==> config.mk <==
export PLATFORM = sky130hd
export DESIGN_NAME = psum_accumulator
export DESIGN_NICKNAME = d
export VERILOG_FILES = /design/src/rtl/psum_accumulator_pkg.sv /design/src/rtl/psum_accumulator_quant.sv /design/src/rtl/psum_accumulator.sv
export SDC_FILE = /design/constraint.sdc
export NUM_CORES = 1
export LEC_CHECK = 0
export CELL_PAD_IN_SITES_DETAIL_PLACEMENT = 0
export CELL_PAD_IN_SITES_GLOBAL_PLACEMENT = 1
export CORE_AREA = 3 3 172 174
export DETAILED_ROUTE_END_ITERATION = 12
export DIE_AREA = 0 0 175 177
export GPL_TIMING_DRIVEN = 0
export MAX_ROUTING_LAYER = met4
export PLACE_DENSITY = 0.89
export SLEW_MARGIN = 20
export SYNTH_ARGS = -nofsm -noshare
export SYNTH_HDL_FRONTEND = slang
export SYNTH_HIERARCHICAL = 1
export SYNTH_SLANG_ARGS = --single-unit
==> constraint.sdc <==
create_clock -name clk -period 9.3 [get_ports clk]
set_input_delay 1.395 -clock clk [delete_from_list [all_inputs] [get_ports clk]]
set_output_delay 1.395 -clock clk [all_outputs]
set_load 0.05 [all_outputs]
==> src/rtl/psum_accumulator_pkg.sv <==
// Shared types and constants for the partial-sum accumulator and its quantizer.
package psum_accumulator_pkg;

  typedef enum logic [1:0] {StIdle, StAccum, StDrain} state_e;

  localparam int unsigned InWDef  = 19;
  localparam int unsigned AccWDef = 32;
  localparam int unsigned OutWDef = 8;

  localparam int OutMax = 127;
  localparam int OutMin = -128;

endpackage

==> src/rtl/psum_accumulator_quant.sv <==
// Combinational round-half-up arithmetic shift, optional ReLU and saturation.
module psum_quant
  import psum_accumulator_pkg::*;
#(
  parameter int unsigned ACC_W     = AccWDef,
  parameter int unsigned OUT_W     = OutWDef,
  parameter int          OutMaxVal = OutMax,
  parameter int          OutMinVal = OutMin
) (
  input  logic signed [ACC_W-1:0] sum_i,
  input  logic        [4:0]       shift_i,
  input  logic                    relu_i,
  output logic        [OUT_W-1:0] q_o
);

  localparam logic signed [ACC_W-1:0] MaxExt = ACC_W'(OutMaxVal);
  localparam logic signed [ACC_W-1:0] MinExt = ACC_W'(OutMinVal);

  logic signed [ACC_W-1:0] rnd;
  logic signed [ACC_W-1:0] r;

  always_comb begin
    rnd = '0;
    if (shift_i != 5'd0) begin
      rnd = ACC_W'(1) << (shift_i - 5'd1);
    end
    // Sum wraps in ACC_W like the rest of the datapath.
    r = (sum_i + rnd) >>> shift_i;
    if (relu_i && (r < 0)) begin
      r = '0;
    end
    if (r > MaxExt) begin
      q_o = MaxExt[OUT_W-1:0];
    end else if (r < MinExt) begin
      q_o = MinExt[OUT_W-1:0];
    end else begin
      q_o = r[OUT_W-1:0];
    end
  end

endmodule

==> src/rtl/psum_accumulator.sv <==
// Accumulates grouped adder-tree partial sums, adds bias and quantizes to an activation.
module psum_accumulator
  import psum_accumulator_pkg::*;
#(
  parameter int unsigned IN_W   = InWDef,
  parameter int unsigned ACC_W  = AccWDef,
  parameter int unsigned BIAS_W = 16,
  parameter int unsigned OUT_W  = OutWDef,
  parameter int unsigned LEN_W  = 8,
  parameter int unsigned CNT_W  = 16
) (
  input  logic              clk,
  input  logic              rstn,
  input  logic              start_i,
  input  logic [LEN_W-1:0]  cfg_len_i,
  input  logic [CNT_W-1:0]  cfg_num_out_i,
  input  logic [4:0]        cfg_shift_i,
  input  logic              cfg_relu_i,
  input  logic [BIAS_W-1:0] bias_i,
  input  logic [IN_W-1:0]   acc_i,
  input  logic              vld_i,
  output logic [OUT_W-1:0]  data_o,
  output logic              vld_o,
  output logic              busy_o,
  output logic              done_o,
  output logic              err_o
);

  state_e                  state_q;
  logic [LEN_W-1:0]        len_q, term_q;
  logic [CNT_W-1:0]        num_q, out_q;
  logic [4:0]              shift_q;
  logic                    relu_q;
  logic signed [ACC_W-1:0] bias_q;
  logic signed [ACC_W-1:0] acc_q;
  logic signed [ACC_W-1:0] sum_q;
  logic                    s1_vld_q, s1_last_q;
  logic [OUT_W-1:0]        data_q;
  logic                    vld_q, done_q, err_q;

  logic signed [ACC_W-1:0] acc_ext;
  logic [OUT_W-1:0]        quant;

  assign acc_ext = ACC_W'($signed(acc_i));

  psum_quant #(
    .ACC_W (ACC_W),
    .OUT_W (OUT_W)
  ) u_quant (
    .sum_i   (sum_q),
    .shift_i (shift_q),
    .relu_i  (relu_q),
    .q_o     (quant)
  );

  always_ff @(posedge clk or negedge rstn) begin
    if (!rstn) begin
      state_q   <= StIdle;
      len_q     <= '0;
      term_q    <= '0;
      num_q     <= '0;
      out_q     <= '0;
      shift_q   <= '0;
      relu_q    <= 1'b0;
      bias_q    <= '0;
      acc_q     <= '0;
      sum_q     <= '0;
      s1_vld_q  <= 1'b0;
      s1_last_q <= 1'b0;
      data_q    <= '0;
      vld_q     <= 1'b0;
      done_q    <= 1'b0;
      err_q     <= 1'b0;
    end else begin
      s1_vld_q  <= 1'b0;
      s1_last_q <= 1'b0;
      vld_q     <= s1_vld_q;
      done_q    <= s1_vld_q & s1_last_q;
      if (s1_vld_q) begin
        data_q <= quant;
      end
      unique case (state_q)
        StIdle: begin
          if (start_i) begin
            len_q   <= cfg_len_i;
            num_q   <= cfg_num_out_i;
            shift_q <= cfg_shift_i;
            relu_q  <= cfg_relu_i;
            bias_q  <= ACC_W'($signed(bias_i));
            acc_q   <= '0;
            term_q  <= '0;
            out_q   <= '0;
            err_q   <= 1'b0;
            state_q <= StAccum;
          end else if (vld_i) begin
            err_q <= 1'b1;
          end
        end
        StAccum: begin
          if (vld_i) begin
            if (term_q == len_q) begin
              sum_q    <= acc_q + acc_ext + bias_q;
              s1_vld_q <= 1'b1;
              acc_q    <= '0;
              term_q   <= '0;
              out_q    <= out_q + 1'b1;
              if (out_q == num_q) begin
                s1_last_q <= 1'b1;
                state_q   <= StDrain;
              end
            end else begin
              acc_q  <= acc_q + acc_ext;
              term_q <= term_q + 1'b1;
            end
          end
        end
        StDrain: begin
          // Leave only once done_o is visible so busy_o drops the cycle after it.
          if (done_q) begin
            state_q <= StIdle;
          end
        end
        default: state_q <= StIdle;
      endcase
    end
  end

  assign data_o = data_q;
  assign vld_o  = vld_q;
  assign done_o = done_q;
  assign err_o  = err_q;
  assign busy_o = (state_q != StIdle);

endmodule

# --- After elaboration in Yosys (flattened, before gate mapping) ---
# Cells that the tools add are included.
word_totals:
  out_inout_bits: 12
  register_bits: 149
  word_cells: 80
classes:
  n_bitwise: 1
  n_shift: 2
  order_cmp: 3
  add_sub_neg: 6
  n_mux: 31
  n_reduce_logical: 12
  n_eq_ne: 9
op_table:
  columns: ["op", "n"]
  rows:
  - ["32-bit two-way mux", 5]
  - ["32-bit case mux with 2 select lines", 1]
  - ["16-bit two-way mux", 3]
  - ["8-bit two-way mux", 5]
  - ["32-bit by 16-bit adder with 32-bit output", 1]
  - ["32-bit by 19-bit adder with 32-bit output", 1]
  - ["32-bit adder", 1]
  - ["32-bit by 8-bit > comparator with 1-bit output (second input constant)", 1]
  - ["32-bit by 1-bit < comparator with 1-bit output (second input constant)", 1]
  - ["32-bit by 8-bit < comparator with 1-bit output (second input constant)", 1]
  - ["16-bit case mux with 2 select lines", 1]
  - ["1-bit by 5-bit << shifter with 32-bit output (first input constant)", 1]
  - ["32-bit by 5-bit >>> shifter with 32-bit output", 1]
  - ["16-bit by 1-bit adder with 16-bit output (second input constant)", 1]
  - ["16-bit equality test", 1]
  - ["8-bit case mux with 2 select lines", 1]
  - ["2-bit two-way mux", 5]
  - ["2-bit inequality test (second input constant)", 5]
  - ["1-bit two-way mux", 9]
  - ["8-bit by 1-bit adder with 8-bit output (second input constant)", 1]
  - ["8-bit equality test", 1]
  - ["2-bit case mux with 3 select lines", 1]
  - ["3-bit AND reduction", 2]
  - ["2-bit nonzero test", 3]
  - ["other kinds (10)", 11]

# --- Longest topological paths before layout ---
# Gate-level depths: netlist of run 1.
depth:
  depth_word: 11
  mapped_depth: 23

# --- By module ---
# The synthesis of run 1 kept the hierarchy.
modules_own_cells:
  columns: ["module", "seq_area_each_um2", "n_inst", "cells_each", "area_per_inst_um2"]
  rows:
  - ["psum_accumulator", 3728.6, 1, 924, 9142.5]
  - ["psum_quant", 0.0, 1, 794, 5248.8]

# --- Least setup slack after synthesis of run 1 ---
# No wires, ideal clock.
synth_path:
  path_kind: "reg-to-reg"
  startpoint: "register shift_q[2]"
  endpoint: "register data_q[0], in the netlist data_o[0]"
  arrival_time_ps: 5407
  synth_period_minus_slack_ps: 5531
  setup_ps: 125
  n_path_buf: 5
  required_time_ps: 9175
  path_slack_ps: 3769
  stages_incl_launch_ff: 23
  cell_sequence: "dfrtp_1 > clkbuf_1 > clkbuf_1 > clkbuf_1 > buf_1 > buf_1 > nand2_1 > nor2_1 > ha_1 > a21oi_4 > o21ai_2 > a211oi_4 > nand2_1 > a311o_1 > nand3_2 > a32oi_2 > a21o_1 > o221a_1 > or4b_1 > nor3_2 > a41oi_2 > a21o_1 > mux2_2"
synth_via:
  elab_chain_cells: 11
  word_cells_on_any_way: 13
  classes_between: "add/sub: 2; order compare: 3; shift: 2; mux: 4; reduce/logical: 2"
synth_lines:
  columns: ["element", "line_no", "rtl"]
  rows:
  - ["from (decl)", "psum_accumulator.sv:32", "logic [4:0] shift_q;"]
  - ["from (signal assigned)", "psum_accumulator.sv:87", "shift_q <= cfg_shift_i;"]
  - ["5-bit by 1-bit subtractor with 5-bit output", "psum_accumulator_quant.sv:25", "rnd = ACC_W'(1) << (shift_i - 5'd1);"]
  - ["1-bit by 5-bit << shifter with 32-bit output", "psum_accumulator_quant.sv:25", null]
  - ["32-bit two-way mux", "psum_accumulator_quant.sv:24", "if (shift_i != 5'd0) begin"]
  - ["32-bit adder", "psum_accumulator_quant.sv:28", "r = (sum_i + rnd) >>> shift_i;"]
  - ["32-bit by 5-bit >>> shifter with 32-bit output *", "psum_accumulator_quant.sv:28", null]
  - ["32-bit by 1-bit < comparator with 1-bit output", "psum_accumulator_quant.sv:29", "if (relu_i && (r < 0)) begin"]
  - ["1-bit logical AND", "psum_accumulator_quant.sv:29", null]
  - ["32-bit two-way mux *", "psum_accumulator_quant.sv:29", null]
  - ["32-bit by 8-bit < comparator with 1-bit output", "psum_accumulator_quant.sv:34", "end else if (r < MinExt) begin"]
  - ["8-bit two-way mux", "psum_accumulator_quant.sv:34", null]
  - ["8-bit two-way mux *", "psum_accumulator_quant.sv:32", "if (r > MaxExt) begin"]
  - ["via quant[0]", "psum_accumulator.sv:42", "logic [OUT_W-1:0] quant;"]
  - ["to (signal assigned)", "psum_accumulator.sv:80", "data_q <= quant;"]
  - ["to (decl)", "psum_accumulator.sv:38", "logic [OUT_W-1:0] data_q;"]
# Mark *: on every way through the listed nets, which the timed path passes. The rest lies on a longest branch.
# A chain may end at the register's enable or synchronous reset.

# --- Worst setup path after layout of run 1 ---
layout_path:
  startpoint: "register shift_q[2]"
  endpoint: "register data_q[5], in the netlist data_o[5]"
# The elaborated chain is that of the path after synthesis.

==> results.cfg, run 1 <==
[run_status]
status = finished clean

[worst_setup_path]
crit_path_end_kind = register
worstSetupPathType = register to register
cp_common_cell = clkbuf_1
cp_max_fo = 10
critical-path-max-stage-delay_ps = 770
crit_required_ps = 9690
critPathArrivalTime_ps = 8330
crit_slowest_cell = xor2_1
crit_path_start_kind = register
critical_path.cell_chain = clkbuf_1 > clkbuf_1 > clkbuf_1 > buf_1 > buf_1 > nand2_1 > nor2_1 > ha_1 > o211ai_1 > o21ai_2 > a21oi_1 > o211ai_1 > xor2_1 > nor2b_1 > nor4_1 > o311ai_0 > o21ai_0 > o2111ai_1 > nor3_1 > a41o_1 > a21o_1 > mux2_2

[logic_synthesis]
synthArstFlopShare_pct = 100
ys_seq_elements = 149
ys_seq_area_share_pct = 25.9
synthCells = 1718
synthFlopType = dfrtp_1
syn-num-nets = 1890
synth_edf_count = 0
yosys_warnings = 6
avgSynthCellArea_sq_um = 8.38
syn_area_sq_mm = 0.0144
ys_types = 105

[cts]
cts_resized = 0
clock_sinks = 149
htreeDepth = 4
clockRootBuffer = clkbuf_16
path_clk_slew_ps = 70
clk_latency_ps = 450
cts_tree = built
hold_buffers = 0
cts_made_buffers = 17
cts_setup_buffers = 0
cts_buffer_depth = 2

[flow_run]
cap_violations = 0

[detailed_routing]
via_count = 14400
antenna_left = 0
viasPerCell = 6.50
drt_iter0_drc = 1536
drc = 0
drt_first_pass_iters = 7
detail_route.wl_per_cell_microns = 23.4
routed_wl_microns = 51600

[pwr]
power_frac_comb_pct = 70.1
power.switching_mw = 3.04
clkPwrFrac_pct = 12.1
p_leak_nw = 6.92
p_int_mw = 2.77
power_mw = 5.81
pwr-share-seq_pct = 17.8
swShare_pct = 52.3
peakVddDrop_v = 0.000259
power.density_mw_per_mm2 = 357

[timing]
setup_viol = 0
tns_ps = 0
worst_pin_slew_ps = 1250
maxSlewViolCount = 0
post-route-period-util_pct = 85.4
period_needed_ps = 7940
fmax_mhz = 126
relSlewSlack_pct = 16.1
skew_ps = 16.0
rsz0062_at_grt = false
hold_viol_final = 0

[die]
rows = 61
fp.coreArea_sq_mm = 0.0279
ios = 81
fp.dieH_microns = 177
start_util_pct = 51.5
die_w_microns = 175
die_area_sq_mm = 0.0310

[global_route]
grt_usage_pct = 34.2
grt_antenna_before_repair = 1
grt_max_degree = 96
grt_pass1_vias = 13900
grt_overflow = 0
grt_pass1_wl_microns = 80100

[final_layout]
drive_above_1_share_pct = 9.45
fill_cells = 2633
areaGrowthSynthToFinish_pct = 13.0
fin_nets = 1990

[min_path]
hold_path_class = register to register

[place]
dp_hpwl_microns = 40600
gp_congestion = 1.03
io_buffer_count = 80
## logic make-up (layout without fill, tap and decap cells)
logic type      count (synthesis)  in the layout  share of synthesized area, %
compound gates                551            551                          27.6
xor+xnor                      117            117                          7.22
fa+ha+maj                     103            103                          9.11
buf+inv                       128            240                          3.64
flops                         149            149                          25.9
mux                            99             99                          7.95
other cells                     0              1                             0
simple gates                  571            571                          18.6
## area by class of cell
class                           count  area, sq um  area share [%]
Antenna cell                        1         2.50          0.0154
Buffer                             82          352            2.16
Clock buffer                       17          425            2.61
Clock inverter                     14          143           0.877
Inverter                           46          173            1.06
Multi-Input combinational cell   1441        10100            62.3
Sequential cell                   149         3730            22.9
Tap cell                          378          473            2.91
Timing Repair Buffer               81          833            5.12
## per-stage QoR
| stage | instances | hold slack (ps) | setup WS (ps) | util, % | cell area (sq um) |
|---|---|---|---|---|---|
| 6_report | 2209 | 390 | 1360 | 58.2 | 16300 |
| 5_1_grt | 2209 | 408 | 1170 | 58.2 | 16300 |
| 4_1_cts | 2208 | 390 | 1740 | 58.2 | 16300 |
| 3_5_place_dp | 2177 | 375 | 1810 | 56.2 | 15700 |
| 3_3_place_gp | 2176 | 358 | 844 | 56.1 | 15700 |
| 2_1_floorplan | 1718 | 352 | 3770 | - | 14400 |
## synthesized netlist by cell type (6+ instances only)
cell,number,share of area [%]
mux2_2,62,4.9
buf_1,14,0.37
o21ai_0,91,3.2
o221ai_1,9,0.55
a31oi_1,14,0.61
a22oi_1,7,0.37
o211a_1,7,0.49
o21bai_1,13,0.68
ha_1,100,8.7
mux4_2,6,0.94
nor2b_1,12,0.52
and3_1,19,0.83
xnor2_1,66,4.0
a211oi_2,6,0.52
a211oi_1,32,1.7
buf_2,11,0.38
inv_1,44,1.1
a21oi_1,110,3.8
o21a_1,13,0.68
dfrtp_1,149,26
nor4_1,8,0.35
mux2i_1,31,2.2
o21ai_2,6,0.37
a221o_1,7,0.49
o31ai_1,14,0.73
clkbuf_1,52,1.4
o2111ai_1,8,0.49
xor2_1,50,3.0
nand3_1,43,1.5
and2_1,14,0.61
a221oi_1,6,0.37
a22o_1,26,1.6
a311oi_1,6,0.37
nor2_1,152,4.0
nand4_1,38,1.7
and4_1,6,0.37
o211ai_1,25,1.3
nand2_1,194,5.1
o311ai_0,6,0.37
o21ai_1,21,0.73
a21o_1,43,2.2
nand2b_1,8,0.35
nor3_1,43,1.5
## final timing paths
check                            from          to  slack [ps]  cells past startpoint
max in group asynchronous        rstn  shift_q[0]        7620                      2
setup / recovery           shift_q[2]   data_o[5]        1360                     22
hold / removal               s1_vld_q       vld_o         390                      0
setup reg to reg           shift_q[2]   data_o[5]        1360                     22
hold reg to reg              s1_vld_q       vld_o         390                      0
min in group asynchronous        rstn    len_q[0]         850                      1
## registers in the layout, indices dropped and copies added (netlist names)
signal,cells
err_o,1
s1_vld_q,1
state_q,2
acc_q,32
data_o,8
shift_q,5
relu_q,1
len_q,8
sum_q,32
term_q,8
s1_last_q,1
num_q,16
done_o,1
bias_q,16
vld_o,1
out_q,16
## layer usage
| layer | vias to the layer above | global-route usage (%) | wire length (microns) |
|---|---|---|---|
| met5 | - | - | 0 |
| met4 | 0 | 14.6 | 2410 |
| met3 | 148 | 4.46 | 3160 |
| met2 | 627 | 55.1 | 24100 |
| met1 | 6925 | 43.5 | 21900 |
| li1 | 6653 | - | - |
## worst max-delay path: cells and delay by family, from the launching register on
family,cells,cell delay [ps]
multiplexers,1,150
XOR/XNOR,1,770
AO/OA/AOI/OAI,9,2680
flip-flops,1,340
AND/OR/NAND/NOR,5,1270
buffers and inverters,5,2360
adder cells (fa/ha/maj),1,290
## power by group through the flow
| stage | sequential [mW] | clock (mW) | combinational (mW) |
|---|---|---|---|
| after CTS | 1.03 | 0.708 | 4.01 |
| after global routing | 1.06 | 0.733 | 4.43 |
| after detailed placement | 1.04 | 0 | 3.97 |
| final | 1.04 | 0.701 | 4.08 |
| after global placement | 1.04 | 0 | 3.94 |
| after floorplan | 1.01 | 0 | 2.87 |
## cell usage in the layout (no fill, tap or decap), types with 9 or more instances in the layout
master | netlist | layout
dfrtp_1 | 149 | 149
o21bai_1 | 13 | 13
a21o_1 | 43 | 43
nor2b_1 | 12 | 12
a21oi_1 | 110 | 110
inv_1 | 44 | 44
nor3_1 | 43 | 43
o21ai_0 | 91 | 91
a211oi_1 | 32 | 32
nand4_1 | 38 | 38
nand2_1 | 194 | 194
o21ai_1 | 21 | 21
o31ai_1 | 14 | 14
and2_1 | 14 | 14
nand3_1 | 43 | 43
a22o_1 | 26 | 26
clkdlybuf4s50_1 | 0 | 79
clkbuf_1 | 52 | 52
o221ai_1 | 9 | 9
o21a_1 | 13 | 13
and3_1 | 19 | 19
nor2_1 | 152 | 152
mux2i_1 | 31 | 31
o211ai_1 | 25 | 25
xor2_1 | 50 | 50
clkbuf_16 | 0 | 17
buf_2 | 11 | 11
mux2_2 | 62 | 62
a31oi_1 | 14 | 14
buf_1 | 14 | 14
ha_1 | 100 | 100
xnor2_1 | 66 | 66
Note: power is estimated with default switching activity, not from simulation.
==> run 2: changes to the inputs <==
HOLD_SLACK_MARGIN = 0.02   (was unset)
TNS_END_PERCENT = 5   (was unset)
==> results of run 2 <==
No change in the layout: final DEF, timing and power equal those of run 1.
==> run 3: changes to the inputs <==
CAP_MARGIN = 40   (was unset)
CORE_AREA = 3 3 187 189   (was 3 3 172 174)
DIE_AREA = 0 0 190 192   (was 0 0 175 177)
PLACE_DENSITY = 0.81   (was 0.89)
REMOVE_ABC_BUFFERS = 1   (was unset)
clock period = 7.2 ns   (was 9.3 ns; I/O delays follow)
==> run 3 against run 2 <==
Effect of this change: clock power up 29%; sequential share of layout area is 0.14 points lower; die area rose by 18%.
==> results.cfg, run 3 (synthesis results as in run 1) <==
[global_route]
grt_usage_pct = 24.9
grt_antenna_before_repair = 0
grt_max_degree = 95
grt_overflow = 0
grt_pass1_vias = 13200
grt_pass1_wl_microns = 70700

[timing]
setup_viol = 0
fmax_mhz = 144
period_needed_ps = 6940
hold_viol_final = 0
maxSlewViolCount = 0
worst_pin_slew_ps = 777
hold_ws_ps = 450
relSlewSlack_pct = 48.2
worst_slack_ps = 257
rsz0062_at_grt = false
post-route-period-util_pct = 96.4
skew_ps = 11.2
tns_ps = 0

[final_layout]
areaGrowthSynthToFinish_pct = 13.9
diodes = 0
fin_nets = 1928
final_cell_mix = nand2_1, nor2_1, dfrtp_1
top_regs = acc_q: 32 flops, sum_q: 32 flops
final_common_cell = nand2_1
drive_above_1_share_pct = 10.6
fin_util_pct = 49.0

[cts]
path_clk_slew_ps = 70
clock_sinks = 149
clk_latency_ps = 430
cts_made_buffers = 17
cts_buffer_depth = 2
htreeDepth = 4
cts_tree = built
hold_buffers = 0
clockRootBuffer = clkbuf_16

[die]
die_area_sq_mm = 0.0365
fp.dieH_microns = 192
die_w_microns = 190
rows = 67
ios = 81
fp.coreArea_sq_mm = 0.0334
start_util_pct = 43.0

[detailed_routing]
antenna_left = 0
drc = 0
drt_first_pass_iters = 7
viasPerCell = 6.15
drt_iter0_drc = 1098
wl_met1_microns = 19900
routed_wl_microns = 44400
routed.top_layer = met4
detail_route.wl_per_cell_microns = 20.0
wl_met3_microns = 2700
routed-wl-met2_microns = 20800
via_count = 13600

[pwr]
power_frac_comb_pct = 69.2
pwr-share-seq_pct = 18.4
power.switching_mw = 3.67
power.density_mw_per_mm2 = 446
peakVddDrop_v = 0.000240
p_int_mw = 3.64
clkPwrFrac_pct = 12.3
swShare_pct = 50.2
p_leak_nw = 6.94

[worst_setup_path]
rr_worst_depth = 19
crit_path_start_kind = register
worstSetupPathType = register to register
critPathArrivalTime_ps = 7260
crit_path_end_kind = register
cp_max_fo = 19
crit_required_ps = 7510

[place]
dp_slack_ps = 198
gp_congestion = 0.948
io_buffer_count = 80
dp_hpwl_microns = 34200

[min_path]
hold_path_depth = 1
hold_path_class = register to register

[flow_run]
cap_violations = 0

[run_status]
status = finished clean
-- run 3: cell count changes in the layout (fill, tap and decap cells not counted), moves of 2 or more --
cell	delta
clkbuf_1	-50
buf_16	+5
buf_2	-10
buf_4	+2
buf_6	-2
buf_8	+6
buf_12	+3
dfrtp_1	-3
dfrtp_2	+3
buf_1	-14
-- run 3: final timing paths --
kind	startpoint	end	slack (ps)
setup / recovery	shift_q[3]	data_o[3]	260
hold / removal	s1_last_q	done_o	450
setup reg to reg	shift_q[3]	data_o[3]	260
hold reg to reg	s1_last_q	done_o	450
max in group asynchronous	rstn	shift_q[0]	5750
min in group asynchronous	rstn	acc_q[9]	570
-- run 3: what timing repair did --
action | CTS | global route
endpoints found under the hold margin | 0 | 0
buffers inserted | 0 | 0
gates resized for setup | 0 | 2
endpoints found under the setup margin | 0 | 7
-- run 3: critical path, cell delays in order (launching register included) --
cell        delay (ps)
dfrtp_1            750
clkinvlp_4         600
nand2_1            480
nor3_1             100
ha_1               260
fa_1               460
a211oi_2           340
o21ai_2            160
a21oi_1            580
o211ai_1           250
xor2_1             300
and3_1             270
o21ai_0            460
nand4b_1           180
o221a_1            170
or4b_1             540
nor3_2             180
a41oi_2            250
a21o_1             220
mux2_2             270
-- run 3: through the flow --
step,total power [mW],area (sq um),std cells
final,7.31,16400,2217
after floorplan,4.96,14000,1636
after detailed placement,6.32,15700,2180
after global routing,7.91,16400,2217
after CTS,7.26,16300,2212
after global placement,6.20,15400,2164
-- run 3: power groups by stage --
stage                     logic (mW)  registers, mW  clock network (mW)
after global placement          4.80           1.40                   0
after CTS                       4.98           1.36               0.927
after detailed placement        4.95           1.37                   0
after floorplan                 3.60           1.36                   0
after global routing            5.56           1.39               0.962
final                           5.07           1.35               0.902
-- run 3: final cells by class --
type | instances | area [sq um]
clock inverters | 12 | 145
fillers | 3234 | 17100
multi-input cells | 1441 | 10200
repair buffers | 101 | 1170
clock buffers | 20 | 447
flip-flops and latches | 149 | 3730
well taps | 448 | 561
inverters | 46 | 176
-- run 3: per-layer routing --
layer	up-vias	track usage [%]
met1	6575	32.1
met2	445	40.5
met4	0	6.91
met3	69	4.23
li1	6545	-
met5	-	-
